--- src/rtl/brs_pkg.sv ---
// Shared types and constants for the BRS operand loader.
// Holds the loader FSM encoding and the reset levels used by the strobe path.
package brs_pkg;

  typedef enum logic [1:0] {
    IDLE  = 2'd0,
    GOT_A = 2'd1,
    HOLD  = 2'd2
  } brs_state_t;

  localparam int BRS_WIDTH = 8;

  // Strobe path resets high so a strobe held through reset cannot look like a new edge.
  localparam logic STB_SYNC_RST = 1'b1;
  localparam logic STB_PREV_RST = 1'b1;
  localparam logic DB_LEVEL_RST = 1'b1;

endpackage

--- src/rtl/brs_sync.sv ---
// Parameterised multi-flop synchroniser with a configurable reset value.
module brs_sync #(
  parameter int               WIDTH   = 1,
  parameter int               STAGES  = 2,
  parameter logic [WIDTH-1:0] RST_VAL = '0
) (
  input  logic             clk,
  input  logic             rst,
  input  logic [WIDTH-1:0] i_d,
  output logic [WIDTH-1:0] o_q
);

  logic [WIDTH-1:0] r_chain [STAGES];

  always_ff @(posedge clk) begin
    if (rst) begin
      for (int i = 0; i < STAGES; i++) begin
        r_chain[i] <= RST_VAL;
      end
    end else begin
      r_chain[0] <= i_d;
      for (int i = 1; i < STAGES; i++) begin
        r_chain[i] <= r_chain[i-1];
      end
    end
  end

  assign o_q = r_chain[STAGES-1];

endmodule

--- src/rtl/brs_operand_loader.sv ---
// Captures operand A then B from an asynchronous pin bus on strobe edges and offers the pair downstream.
// Optional strobe debouncer enabled by defining BRS_LOADER_DEBOUNCE_EN.
module brs_operand_loader
  import brs_pkg::*;
#(
  parameter int WIDTH           = BRS_WIDTH,
  parameter int SYNC_STAGES     = 2,
  parameter int DEBOUNCE_CYCLES = 4
) (
  input  logic             clk,
  input  logic             rst,
  input  logic [WIDTH-1:0] data_in,
  input  logic             strobe_in,
  input  logic             op_ready,
  input  logic             clear_err,
  output logic [WIDTH-1:0] op_a,
  output logic [WIDTH-1:0] op_b,
  output logic             op_valid,
  output logic             busy,
  output logic             err_overrun
);

  if (SYNC_STAGES < 2 || SYNC_STAGES > 4) begin : g_bad_sync
    $error("brs_operand_loader: SYNC_STAGES must be in 2..4");
  end
  if (DEBOUNCE_CYCLES < 1) begin : g_bad_debounce
    $error("brs_operand_loader: DEBOUNCE_CYCLES must be at least 1");
  end

  logic             w_stb_sync;
  logic             w_stb_level;
  logic             w_stb_rise;
  logic [WIDTH-1:0] w_data_sync;

  brs_sync #(.WIDTH(1), .STAGES(SYNC_STAGES), .RST_VAL(STB_SYNC_RST)) u_stb_sync (
    .clk (clk),
    .rst (rst),
    .i_d (strobe_in),
    .o_q (w_stb_sync)
  );

  brs_sync #(.WIDTH(WIDTH), .STAGES(SYNC_STAGES), .RST_VAL('0)) u_data_sync (
    .clk (clk),
    .rst (rst),
    .i_d (data_in),
    .o_q (w_data_sync)
  );

`ifdef BRS_LOADER_DEBOUNCE_EN
  localparam int DB_W = (DEBOUNCE_CYCLES > 1) ? $clog2(DEBOUNCE_CYCLES) : 1;

  logic [DB_W-1:0] r_db_cnt;
  logic            r_db_level;

  // Counter tracks how long the raw level has disagreed with the accepted one.
  always_ff @(posedge clk) begin
    if (rst) begin
      r_db_cnt   <= '0;
      r_db_level <= DB_LEVEL_RST;
    end else if (w_stb_sync == r_db_level) begin
      r_db_cnt <= '0;
    end else if (r_db_cnt == DB_W'(DEBOUNCE_CYCLES - 1)) begin
      r_db_cnt   <= '0;
      r_db_level <= w_stb_sync;
    end else begin
      r_db_cnt <= r_db_cnt + DB_W'(1);
    end
  end

  assign w_stb_level = r_db_level;
`else
  assign w_stb_level = w_stb_sync;
`endif

  logic r_stb_prev;

  always_ff @(posedge clk) begin
    if (rst) begin
      r_stb_prev <= STB_PREV_RST;
    end else begin
      r_stb_prev <= w_stb_level;
    end
  end

  assign w_stb_rise = w_stb_level & ~r_stb_prev;

  brs_state_t       r_state;
  brs_state_t       w_next_state;
  logic             w_load_a;
  logic             w_load_b;
  logic             w_set_err;
  logic [WIDTH-1:0] r_op_a;
  logic [WIDTH-1:0] r_op_b;
  logic             r_op_valid;
  logic             r_err;

  always_ff @(posedge clk) begin
    if (rst) begin
      r_state <= IDLE;
    end else begin
      r_state <= w_next_state;
    end
  end

  // A strobe in HOLD is only a new A when the pair is released in the same cycle.
  always_comb begin
    w_next_state = r_state;
    w_load_a     = 1'b0;
    w_load_b     = 1'b0;
    w_set_err    = 1'b0;
    unique case (r_state)
      IDLE: begin
        if (w_stb_rise) begin
          w_load_a     = 1'b1;
          w_next_state = GOT_A;
        end
      end
      GOT_A: begin
        if (w_stb_rise) begin
          w_load_b     = 1'b1;
          w_next_state = HOLD;
        end
      end
      HOLD: begin
        if (op_ready) begin
          if (w_stb_rise) begin
            w_load_a     = 1'b1;
            w_next_state = GOT_A;
          end else begin
            w_next_state = IDLE;
          end
        end else if (w_stb_rise) begin
          w_set_err = 1'b1;
        end
      end
      default: w_next_state = IDLE;
    endcase
  end

  always_ff @(posedge clk) begin
    if (rst) begin
      r_op_a     <= '0;
      r_op_b     <= '0;
      r_op_valid <= 1'b0;
      r_err      <= 1'b0;
    end else begin
      if (w_load_a) r_op_a <= w_data_sync;
      if (w_load_b) r_op_b <= w_data_sync;
      r_op_valid <= (w_next_state == HOLD);
      if (w_set_err) begin
        r_err <= 1'b1;
      end else if (clear_err) begin
        r_err <= 1'b0;
      end
    end
  end

  assign op_a        = r_op_a;
  assign op_b        = r_op_b;
  assign op_valid    = r_op_valid;
  assign busy        = (r_state == GOT_A) || (r_state == HOLD);
  assign err_overrun = r_err;

endmodule

--- config.mk ---
export PLATFORM = sky130hd
export DESIGN_NAME = brs_operand_loader
export DESIGN_NICKNAME = d
export VERILOG_FILES = /design/src/rtl/brs_pkg.sv /design/src/rtl/brs_sync.sv /design/src/rtl/brs_operand_loader.sv
export SDC_FILE = /design/constraint.sdc
export NUM_CORES = 1
export LEC_CHECK = 0
export ABC_AREA = 1
export BUFFER_PORTS_ARGS = -buffer_cell sky130_fd_sc_hd__buf_2
export CORE_UTILIZATION = 51
export DETAILED_ROUTE_END_ITERATION = 8
export PLACE_DENSITY = 0.76
export SETUP_SLACK_MARGIN = 0.02
export SLEW_MARGIN = 15
export SYNTH_ARGS = -nofsm -noshare
export SYNTH_HDL_FRONTEND = slang
export SYNTH_SLANG_ARGS = --single-unit
export TNS_END_PERCENT = 30
--- constraint.sdc ---
create_clock -name clk -period 1.4 [get_ports clk]
set_input_delay 0.21 -clock clk [delete_from_list [all_inputs] [get_ports clk]]
set_output_delay 0.21 -clock clk [all_outputs]
set_load 0.01 [all_outputs]
== After elaboration in Yosys (flattened, before gate mapping) ==
Memory sizes are Yosys's and may differ from the RTL's.
Cells that the tools add are included.

* Equal/unequal tests: 3
* Muxes and demuxes: 20
* Bitwise gates (word level): 6
* Reduce and logical (&&, ||, !) cells: 3

{| class="wikitable"
|+ Operators by type and width
! kind !! count
|-
| 8-bit 2-to-1 mux || 2
|-
| 1-bit 2-to-1 mux || 13
|-
| 2-bit 2-to-1 mux || 3
|-
| 2-bit one-hot mux with 3 select lines || 1
|-
| 2-bit equality test, second input constant || 2
|-
| 1-bit bitwise OR || 4
|-
| 2-bit by 1-bit equality test with 1-bit output, second input constant || 1
|-
| 2-bit zero test || 1
|-
| 1-bit one-hot mux with 2 select lines || 1
|-
| 2-bit nonzero test || 1
|-
| 1-bit bitwise AND || 1
|-
| 1-bit logical OR || 1
|-
| 1-bit inverter || 1
|}

* Register bits after elaboration: 21
* RAM bits: 18
* Input bits: 13
* Output and inout bits: 19
* Word-level logic and storage cells: 40
* Memories kept: 2

{| class="wikitable"
|+ Memories
! name !! depth !! bits a word !! rd ports !! clocked after memory_dff !! wr ports !! line !! text
|-
| u_data_sync.r_chain || 2 || 8 || 2 || 0 || 2 || brs_sync.sv:13 || <nowiki>logic [WIDTH-1:0] r_chain [STAGES];</nowiki>
|-
| u_stb_sync.r_chain || 2 || 1 || 2 || 0 || 2 || brs_sync.sv:13 ||
|}

== Logic depth before layout (Yosys ltp) ==
Gate-level depths: netlist (run 1).

* Word-level depth: 6
* Mapped depth: 9
* Gate-level depth less buffers: 9

== Modules after synthesis ==
From an unflattened synthesis (run 1), not the netlist that was laid out.

* Cells, all modules: 183
* Area, all modules: 1,482.7 um^2

{| class="wikitable"
|+ Modules (own cells, without submodules)
! module !! instances !! cells each !! area an instance (um^2) !! seq. area each (um^2)
|-
| brs_operand_loader || 1 || 118 || 889.6 || 420.4
|-
| brs_sync at u_data_sync || 1 || 58 || 534.3 || 320.3
|-
| brs_sync at u_stb_sync || 1 || 7 || 58.8 || 40.0
|}

== Worst setup path before layout (run 1) ==
No wires, ideal clock.

* Path kind: register -> register
* Start: register r_state[0]
* End: register r_op_a[0] (netlist: op_a[0])
* Data arrival time: 1,148 ps
* Data required time: 1,284 ps
* Setup slack: 137 ps
* Stages on the path, launching flop included: 9
* Path buffers: 0
* Cells stage by stage: dfxtp_1 > inv_1 > ha_1 > nand2_1 > nand2_1 > nand2_2 > clkinv_2 > nor2_1 > nor2_1

* Cells in the longest elaborated chain, start to end: 2

{| class="wikitable"
|+ Ends and longest elaborated chain
! element !! line !! text
|-
| from (decl) || brs_operand_loader.sv:87 || <nowiki>brs_state_t r_state;</nowiki>
|-
| from (signal assigned) || brs_operand_loader.sv:101 || <nowiki>r_state <= w_next_state;</nowiki>
|-
| 2-bit equality test / 2-bit zero test (equally long branches) || brs_operand_loader.sv:111 || <nowiki>unique case (r_state)</nowiki>
|-
| 1-bit one-hot mux with 2 select lines (*) || brs_operand_loader.sv:111 ||
|-
| to (signal assigned) || brs_operand_loader.sv:147 || <nowiki>if (w_load_a) r_op_a <= w_data_sync;</nowiki>
|-
| to (decl) || brs_operand_loader.sv:92 || <nowiki>logic [WIDTH-1:0] r_op_a;</nowiki>
|}

Every way passes the cells marked *; elsewhere a longest branch is shown, timed or not.
A chain may end at the register's enable or synchronous reset.

== Worst setup path in the final report (run 1) ==
* Start: register r_state[1]
* End: output busy

* Cells in the longest elaborated chain, start to end: 2

{| class="wikitable"
|+ Ends and longest elaborated chain
! element !! line !! text
|-
| 2-bit by 1-bit equality test with 1-bit output / 2-bit equality test (equally long branches) || brs_operand_loader.sv:161 || <nowiki>assign busy = (r_state == GOT_A) || (r_state == HOLD);</nowiki>
|-
| 1-bit logical OR (*) || brs_operand_loader.sv:161 ||
|-
| to (decl) || brs_operand_loader.sv:19 || <nowiki>output logic busy,</nowiki>
|}

Marks and branches as above.

==> flow_metrics.tcl, run 1 <==
set metrics [dict create \
    status "complete, no violations" \
    end_kind "output pin" \
    holdWs_ns 0.03614 \
    cts_tree "yes" \
    drtIter0Drc 25 \
    cp_max_fo 3 \
    synth_top_area_cell "dfxtp_1" \
    yosysSeqAreaShare 0.5606 \
    nNetsFinal 227 \
    dr.pass1.iters 4 \
    finalHoldViolCount 0 \
    slew_violations 0 \
    maxCapViolCount 0 \
    clockBufferDepth 2 \
    std_cell_rows 18 \
    cts.reportedPaths.clkPinSlew_ns 0.11 \
    fillCellCount 206 \
    tightest_slew_ns 0.2393 \
    cts_buffers 5 \
    grt_pass1_vias 929 \
    wl_per_cell_um 10.47 \
    clk_latency_ns 0.34 \
    synth_top_area_share 0.5606 \
    synthDistinctLibCells 17 \
    critPathLaunchType "flip-flop" \
    avgSynthCellArea_um2 8.096 \
    grt_max_degree 25 \
    via_count 1151 \
    p_seq_frac 0.563 \
    finalSetupTns_ns 0 \
    critPathArrivalTime_ns 1.11 \
    worst_slew_margin_rel 0.8405 \
    hold_buffers 0 \
    worst_ep_required_time_ns 1.19 \
    pin_count 32 \
    setup_violations 0 \
    clkPwrFrac 0.377 \
    netlist_top_cells_area "dfxtp_1, nor2_1, inv_1" \
    fp.dieH_um 54.26 \
    core_um2 2522 \
    min_path_cells 2 \
    final-seq-area_um2 783.3 \
    track_usage 0.1991 \
    p_int_w 0.001618 \
    grt_pass1_wl_um 3857 \
    yosys_warnings 0 \
    ir_drop_v 0.001369 \
    swShare 0.2136 \
    power.switching_w 0.0004394 \
    route.detailed.drc 0 \
    yosys_register_bits 39 \
    antenna_cells 0 \
    antenna_found_initial 0 \
    max_freq_ghz 0.7582 \
    pwr-share-comb 0.060 \
    skew_ns 0.007059 \
    via_per_inst 4.776 \
    powerDensity_nw_per_um2 1201 \
    syn_area_um2 1393 \
    cts.sinks 39 \
    p_leak_nw 0.8720 \
    reg2regPathDepth 8 \
    fin_util 0.6791 \
    synthCells 172 \
    finalWirelength_um 2523 \
    dieWidth_um 54.26 \
    cts_root_buffer "clkbuf_4" \
    antenna_left 0 \
    multi_input_area_um2 495.5 \
    htreeDepth 2 \
    globalplace.congestion 0.7879 \
    syn_to_final_growth_pct 23.00 \
    period_needed_ns 1.319 \
    rsz0062_at_grt "yes" \
    finalCritPeriodShare 0.9421 \
    synth.net_count 189 \
    drive_above_1_share 0.2796 \
    hp-class "primary input to flip-flop" \
    design.die.area_um2 2944 \
    globalRouteOverflowTotal 0 \
    hpwl_um 1761 \
    start_util 0.5521 \
    portBuffers 31 \
    critPathKind "flip-flop to output pin" \
]
worst paths after layout:
| path | start | end | slack, ns |
|---|---|---|---|
| worst max-delay path | r_state[1]$_SDFF_PP0_ | busy | 0.08 |
| worst min-delay path | strobe_in | u_stb_sync.r_chain[0][0]$_SDFF_PP1_ | 0.04 |
| worst min register to register | u_data_sync.r_chain[0][1]$_SDFF_PP0_ | u_data_sync.r_chain[0][9]$_SDFF_PP0_ | 0.41 |
| worst max register to register | r_state[1]$_SDFF_PP0_ | op_valid$_SDFF_PP0_ | 0.09 |
cell type report:
class,instances,area share
Timing Repair Buffer,36,0.1161
Tap cell,30,0.02191
Clock buffer,6,0.02995
Sequential cell,39,0.4573
Multi-Input combinational cell,99,0.2893
Clock inverter,2,0.02045
Inverter,29,0.06501
metrics by stage:
step / cells / power [W] / instance area, µm² / worst slack (ns)
2_1_floorplan: 172 / 0.001256 / 1393 / 0.1367
3_3_place_gp: 231 / 0.001291 / 1578 / 0.09096
3_5_place_dp: 231 / 0.001297 / 1578 / -0.02803
4_1_cts: 241 / 0.002062 / 1687 / 0.006069
5_1_grt: 241 / 0.002155 / 1713 / -0.01415
6_report: 241 / 0.002057 / 1713 / 0.08101
power by group through the flow:
stage	Sequential (W)	Combinational, W	Clock [W]
finish	0.00116	0.000123	0.000776
floorplan	0.00118	0.0000723	0
global placement	0.00118	0.000110	0
detailed placement	0.00118	0.000114	0
global route	0.00116	0.000141	0.000851
CTS	0.00116	0.000118	0.000786
worst max-delay path, cell delays in order (launching register included):
cell and delay [ns]:
dfxtp_2 0.35, inv_2 0.06, ha_4 0.26, buf_6 0.09
layer usage:
layer  vias up  share of wire  global-route usage  wire [µm]
li1        596              -                   -          -
met1       508           0.43              0.2125       1091
met2        40           0.49              0.3272       1225
met3         7          0.061              0.1000        154
met4         0          0.021             0.08974         52
met5         -              0                   0          0
timing repair:
| action | 4_1_cts | 5_1_grt |
|---|---|---|
| gates resized for setup | 4 | 7 |
| endpoints found under the setup margin | 9 | 11 |
| pin swaps | 1 | 0 |
| endpoints found under the hold margin | 0 | 0 |
| setup buffers | 2 | 0 |
synth_stat cells, drive strengths merged:
| cell | n |
|---|---|
| a21oi | 10 |
| buf | 4 |
| clkbuf | 1 |
| clkinv | 1 |
| dfxtp | 39 |
| ha | 4 |
| inv | 28 |
| nand2 | 23 |
| nand3 | 14 |
| nor2 | 38 |
| o21ai | 8 |
| or2 | 2 |
cells in the final DEF (no fill, tap or decap):
cell type  instances
nand3_1           14
buf_4              5
clkbuf_4           5
o21ai_0            7
a21oi_1            9
or2_2              2
buf_2             30
ha_2               1
dfxtp_2            2
a21oi_2            1
nand2_2            1
inv_2              3
nor2_1            37
dfxtp_1           37
bufinv_16          1
nor2_4             1
inv_1             25
ha_4               1
buf_6              1
nand2_1           20
ha_1               2
inv_4              1
o21ai_1            1
nand2_4            2
clkbuf_8           1
clkinv_2           1
registers in the layout, summed over array words and instances, names as in the netlist:
signal	count
op_valid	1
u_stb_sync.r_chain	2
u_data_sync.r_chain	16
r_stb_prev	1
op_a	8
op_b	8
r_state	2
err_overrun	1
cells by family after synthesis:
kind of cell | count (synthesis) | share of synthesized area
DFF | 39 | 0.5606
adders and majority gates | 4 | 0.03594
buffers and inverters | 34 | 0.1006
and+or+nand+nor | 77 | 0.2381
AOI/OAI and AO/OA | 18 | 0.06469
Power figures use the tool's default switching activity.
==> inputs of run 2 (changes only) <==
--- a/config.mk
+++ b/config.mk
@@ -7,6 +7,7 @@
 export LEC_CHECK = 0
 export ABC_AREA = 1
 export BUFFER_PORTS_ARGS = -buffer_cell sky130_fd_sc_hd__buf_2
+export CAP_MARGIN = 30
 export CORE_UTILIZATION = 51
 export DETAILED_ROUTE_END_ITERATION = 8
 export PLACE_DENSITY = 0.76
==> constraint.sdc (replaced) <==
create_clock -name clk -period 1.4 [get_ports clk]
set_input_delay 0.21 -clock clk [delete_from_list [all_inputs] [get_ports clk]]
set_output_delay 0.21 -clock clk [all_outputs]
set_load 0.05 [all_outputs]
==> run 2 against run 1 <==
  * Global-route usage rose by 1.2 points
  * Clock skew fell by 0.0015 ns
  * Clock power barely moved
  * Utilization rose by 1.1 points
  * Die area did not move
  * Design area rose by 1.6%
  * Register-to-register slack got worse by 0.05 ns
  * Hold slack got worse by 0.0030 ns
  * Non-clock buffer count did not move
==> flow_metrics.tcl, run 2 (synthesis results as in run 1) <==
set metrics [dict create \
    status "complete, no violations" \
    p_leak_nw 0.8817 \
    cts.sinks 39 \
    slew_violations 0 \
    grt_pass1_wl_um 4112 \
    antenna_cells 0 \
    placed_cell_area_um2 1578 \
    via_per_inst 4.748 \
    tightest_slew_ns 0.4361 \
    track_usage 0.2108 \
    final_common_cell "dfxtp_1" \
    grt_max_degree 25 \
    antenna_found_initial 0 \
    finalHoldViolCount 0 \
    crit_buf_inv 2 \
    finalWirelength_um 2638 \
    skew_ns 0.005591 \
    drive_above_1_share 0.2972 \
    antenna_left 0 \
    htreeDepth 2 \
    clk_latency_ns 0.35 \
    layout_setup_ws_ns 0.02471 \
    largest_reg_flops 16 \
    pin_count 32 \
    wl_per_cell_um 10.90 \
    setup_violations 0 \
    fin_util 0.6900 \
    layout_common_cells "dfxtp_1, nor2_1, buf_2, inv_1, nand2_1" \
    worst_ep_required_time_ns 1.19 \
    cp.depth 3 \
    critPathKind "flip-flop to output pin" \
    design.die.area_um2 2944 \
    multi_input_area_um2 516.7 \
    hpwl_um 1761 \
    syn_to_final_growth_pct 24.98 \
    reg2regPathDepth 9 \
    worst_slew_margin_rel 0.7093 \
    rsz0062_at_grt "yes" \
    ir_drop_v 0.001387 \
    cts_tree "yes" \
    grt_pass1_vias 969 \
    globalplace.congestion 0.7879 \
    dieWidth_um 54.26 \
    min_from "strobe_in" \
    clockBufferDepth 2 \
    via_count 1149 \
    cts_root_buffer "clkbuf_4" \
    crit_path_max_incr_delay_ns 0.37 \
    critPathArrivalTime_ns 1.17 \
    route.detailed.drc 0 \
    period_needed_ns 1.375 \
    start_util 0.5521 \
    dr.pass1.iters 4 \
    dp_slack_ns -0.02803 \
    crit_start "r_state[1]$_SDFF_PP0_" \
    worstSetupEndpoint "busy" \
    r2r-end "op_valid$_SDFF_PP0_" \
    critPathTopFamily "flip-flops" \
    final-seq-area_um2 783.3 \
    finalSetupTns_ns 0 \
    nNetsFinal 228 \
    r2r_slack_ns 0.04 \
    stdcell_area_um2 1740 \
    fp.dieH_um 54.26 \
    drtIter0Drc 13 \
    maxCapViolCount 0 \
    portBuffers 31 \
    largest-register "u_data_sync.r_chain" \
    std_cell_rows 18 \
    hp-class "primary input to flip-flop" \
    r2r-start "r_state[1]$_SDFF_PP0_" \
    cts.reportedPaths.clkPinSlew_ns 0.11 \
    hold_buffers 0 \
    globalRouteOverflowTotal 0 \
    critPathLaunchType "flip-flop" \
    fillCellCount 201 \
    core_um2 2522 \
    cp_max_fo 3 \
    cp_cell_sequence "inv_4 -> ha_4 -> buf_8" \
    powerDensity_nw_per_um2 1204 \
    cts_buffers 5 \
    worst_path_max_delay_cell "dfxtp_2" \
    finalCritPeriodShare 0.9824 \
    end_kind "output pin" \
    max_freq_ghz 0.7271 \
]
## run 2: cell count changes in the layout (fill, tap and decap cells not counted), moves of 2 or more
cell,delta
nand2_2,+2
o21ai_1,+5
nor2_1,-3
o21ai_0,-5
nor2_2,+3
## run 2: how the worst min path moves through the flow
stage                                                 endpoint  slack, ns  depth (start not counted)
after floorplan            u_stb_sync.r_chain[0][0]$_SDFF_PP1_       0.31                          1
after global placement     u_stb_sync.r_chain[0][0]$_SDFF_PP1_       0.39                          2
after detailed placement  u_data_sync.r_chain[0][9]$_SDFF_PP0_       0.39                          2
after CTS                  u_stb_sync.r_chain[0][0]$_SDFF_PP1_       0.03                          2
after global routing       u_stb_sync.r_chain[0][0]$_SDFF_PP1_       0.03                          2
final                      u_stb_sync.r_chain[0][0]$_SDFF_PP1_       0.03                          2
## run 2: layer usage
| layer | routed length, µm | GRT usage | part of all wire |
|---|---|---|---|
| met1 | 1091 | 0.2265 | 0.41 |
| met2 | 1319 | 0.3415 | 0.50 |
| met3 | 145 | 0.06944 | 0.055 |
| met4 | 82 | 0.1581 | 0.031 |
| met5 | 0 | 0 | 0 |
## run 2: per-stage QoR
| step | instances | power, W | hold WS [ns] |
|---|---|---|---|
| 6_report | 242 | 0.002096 | 0.03314 |
| 5_1_grt | 242 | 0.002184 | 0.02601 |
| 3_5_place_dp | 231 | 0.001325 | 0.3920 |
| 3_3_place_gp | 231 | 0.001320 | 0.3921 |
| 4_1_cts | 241 | 0.002095 | 0.03090 |
| 2_1_floorplan | 172 | 0.001284 | 0.3138 |
## run 2: power breakdown
part	internal (W)	switching (W)	total (W)
registers	0.00114	0.0000152	0.00116
logic	0.0000556	0.000102	0.000158
clock network	0.000422	0.000358	0.000779
## run 2: timing repair
action	in CTS	in global routing
gates resized for setup	9	14
endpoints found under the setup margin	9	11
cloned	0	1
buffers inserted	2	0
pin swaps	1	2
## run 2: final cells by class
class / count / area share
clock inverters: 2 / 0.02013
repair buffers: 36 / 0.1165
well taps: 30 / 0.02157
flip-flops and latches: 39 / 0.4500
inverters: 29 / 0.06542
multi-input cells: 100 / 0.2969
clock buffers: 6 / 0.02948
==> inputs of run 3 (changes only) <==
--- a/config.mk
+++ b/config.mk
@@ -8,6 +8,7 @@
 export ABC_AREA = 1
 export BUFFER_PORTS_ARGS = -buffer_cell sky130_fd_sc_hd__buf_2
 export CAP_MARGIN = 30
+export CORE_ASPECT_RATIO = 0.5
 export CORE_UTILIZATION = 51
 export DETAILED_ROUTE_END_ITERATION = 8
 export PLACE_DENSITY = 0.76
==> run 3 against run 2 <==
  * Combinational power about the same
  * Utilization grew 5.3 points
  * Largest power group unchanged
  * Highest routed layer unchanged
  * Cell count is 2.1% higher
  * Clock power is 23% higher
  * Register-to-register slack gained 0.06 ns
  * Routed wire length up 7.5%
  * Maximum frequency grew 1.6%
  * Via count up 0.70%
  * Sequential power about the same
  * Critical path depth did not move
  * Count of clock-buffer cells in the layout unchanged
==> flow_metrics.tcl, run 3 (synthesis results as in run 1) <==
set metrics [dict create \
    status "complete, no violations" \
    antenna_cells 0 \
    route.detailed.drc 0 \
    clkPwrFrac 0.421 \
    slew_violations 0 \
    wl_per_cell_um 11.48 \
    nNetsFinal 228 \
    grt_pass1_vias 1011 \
    setup_violations 0 \
    ir_drop_v 0.0008615 \
    drtIter0Drc 50 \
    htreeDepth 2 \
    swShare 0.2199 \
    tightest_slew_ns 0.2670 \
    finalWirelength_um 2835 \
    core_um2 2387 \
    design.die.area_um2 2956 \
    skew_ns 0.003851 \
    drive_above_1_share 0.2972 \
    p_total_w 0.002271 \
    globalplace.congestion 0.7757 \
    portBuffers 31 \
    cts_root_buffer "clkbuf_8" \
    end_kind "output pin" \
    period_needed_ns 1.354 \
    via_count 1157 \
    r2r-start "r_state[1]$_SDFF_PP0_" \
    fp.dieH_um 38.95 \
    finalHoldViolCount 0 \
    syn_to_final_growth_pct 27.40 \
    p_seq_frac 0.510 \
    fin_util 0.7432 \
    grt_max_degree 28 \
    worst_ep_required_time_ns 1.19 \
    max_freq_ghz 0.7385 \
    clockBufferDepth 2 \
    dp_slack_ns -0.01407 \
    power.switching_w 0.0004993 \
    std_cell_rows 12 \
    layout_setup_ws_ns 0.04589 \
    finalCritPeriodShare 0.9672 \
    hpwl_um 1793 \
    crit_start "r_state[0]$_SDFF_PP0_" \
    antenna_left 0 \
    largest-register "u_data_sync.r_chain" \
    critPathLaunchType "flip-flop" \
    critPathArrivalTime_ns 1.14 \
    antenna_found_initial 0 \
    grt_pass1_wl_um 4471 \
    cp_max_fo 3 \
    p_leak_nw 0.8885 \
    maxCapViolCount 0 \
    p_int_w 0.001772 \
    largest_reg_flops 16 \
    cts_buffers 5 \
    cts.sinks 39 \
    min_from "strobe_in" \
    placed_cell_area_um2 1584 \
    rsz0062_at_grt "yes" \
    pwr-share-comb 0.068 \
    start_util 0.5833 \
    layout_common_cells "nor2_1, dfxtp_1, buf_2, inv_1, nand2_1" \
    clk_latency_ns 0.29 \
    cts.reportedPaths.clkPinSlew_ns 0.07 \
    track_usage 0.2121 \
    cts_tree "yes" \
    dr.pass1.iters 5 \
    globalRouteOverflowTotal 0 \
    finalSetupTns_ns 0 \
    via_per_inst 4.684 \
    hp-class "primary input to flip-flop" \
    stdcell_area_um2 1774 \
    worst_slew_margin_rel 0.8220 \
    dieWidth_um 75.90 \
    pin_count 32 \
    critPathKind "flip-flop to output pin" \
    powerDensity_nw_per_um2 1280 \
]
==> run 3: cell counts in the layout (fill, tap and decap cells not counted) <==
No cell type changed its count.
==> run 3: power groups by stage <==
stage / logic [W] / registers [W] / clock network [W]
after floorplan: 0.0000761 / 0.00121 / 0
after global placement: 0.000139 / 0.00118 / 0
after detailed placement: 0.000142 / 0.00118 / 0
after CTS: 0.000147 / 0.00116 / 0.000980
after global routing: 0.000173 / 0.00116 / 0.00104
final: 0.000155 / 0.00116 / 0.000957
==> run 3: critical path, cell delays in order (launching register included) <==
cell and delay (ns):
dfxtp_2 0.36, inv_2 0.07, ha_4 0.27, buf_6 0.15
==> run 3: metrics by stage <==
step	hold WS [ns]	std cells
finish	0.09443	247
global route	0.08015	247
CTS	0.08634	245
detailed placement	0.3927	236
global placement	0.3904	236
floorplan	0.3138	172
==> run 3: timing repair <==
item,CTS,global route
setup endpoints to repair,9,11
resized for setup,7,10
pin swaps,1,2
gates cloned,0,1
setup buffers,1,1
endpoints found under the hold margin,0,0
hold buffers,0,0
==> run 3: final timing paths <==
check,end,depth (start not counted),slack [ns]
setup / recovery,busy,3,0.05
hold / removal,u_stb_sync.r_chain[0][0]$_SDFF_PP1_,2,0.09
setup reg to reg,op_valid$_SDFF_PP0_,9,0.10
hold reg to reg,u_data_sync.r_chain[0][8]$_SDFF_PP0_,2,0.40
==> run 3: layout make-up <==
class,count,area [µm²]
tap,35,43.79
multi-input combinational,100,519.2
clock inverter,2,35.03
inverter,29,111.4
fill,181,613.1
sequential,39,783.3
clock buffer,6,82.58
timing repair buffer,36,198.9
==> run 3: metal layers <==
layer,part of all wire,global-route usage
met1,0.45,0.2384
met2,0.48,0.3568
met3,0.046,0.08941
met4,0.024,0.1202
met5,0,0
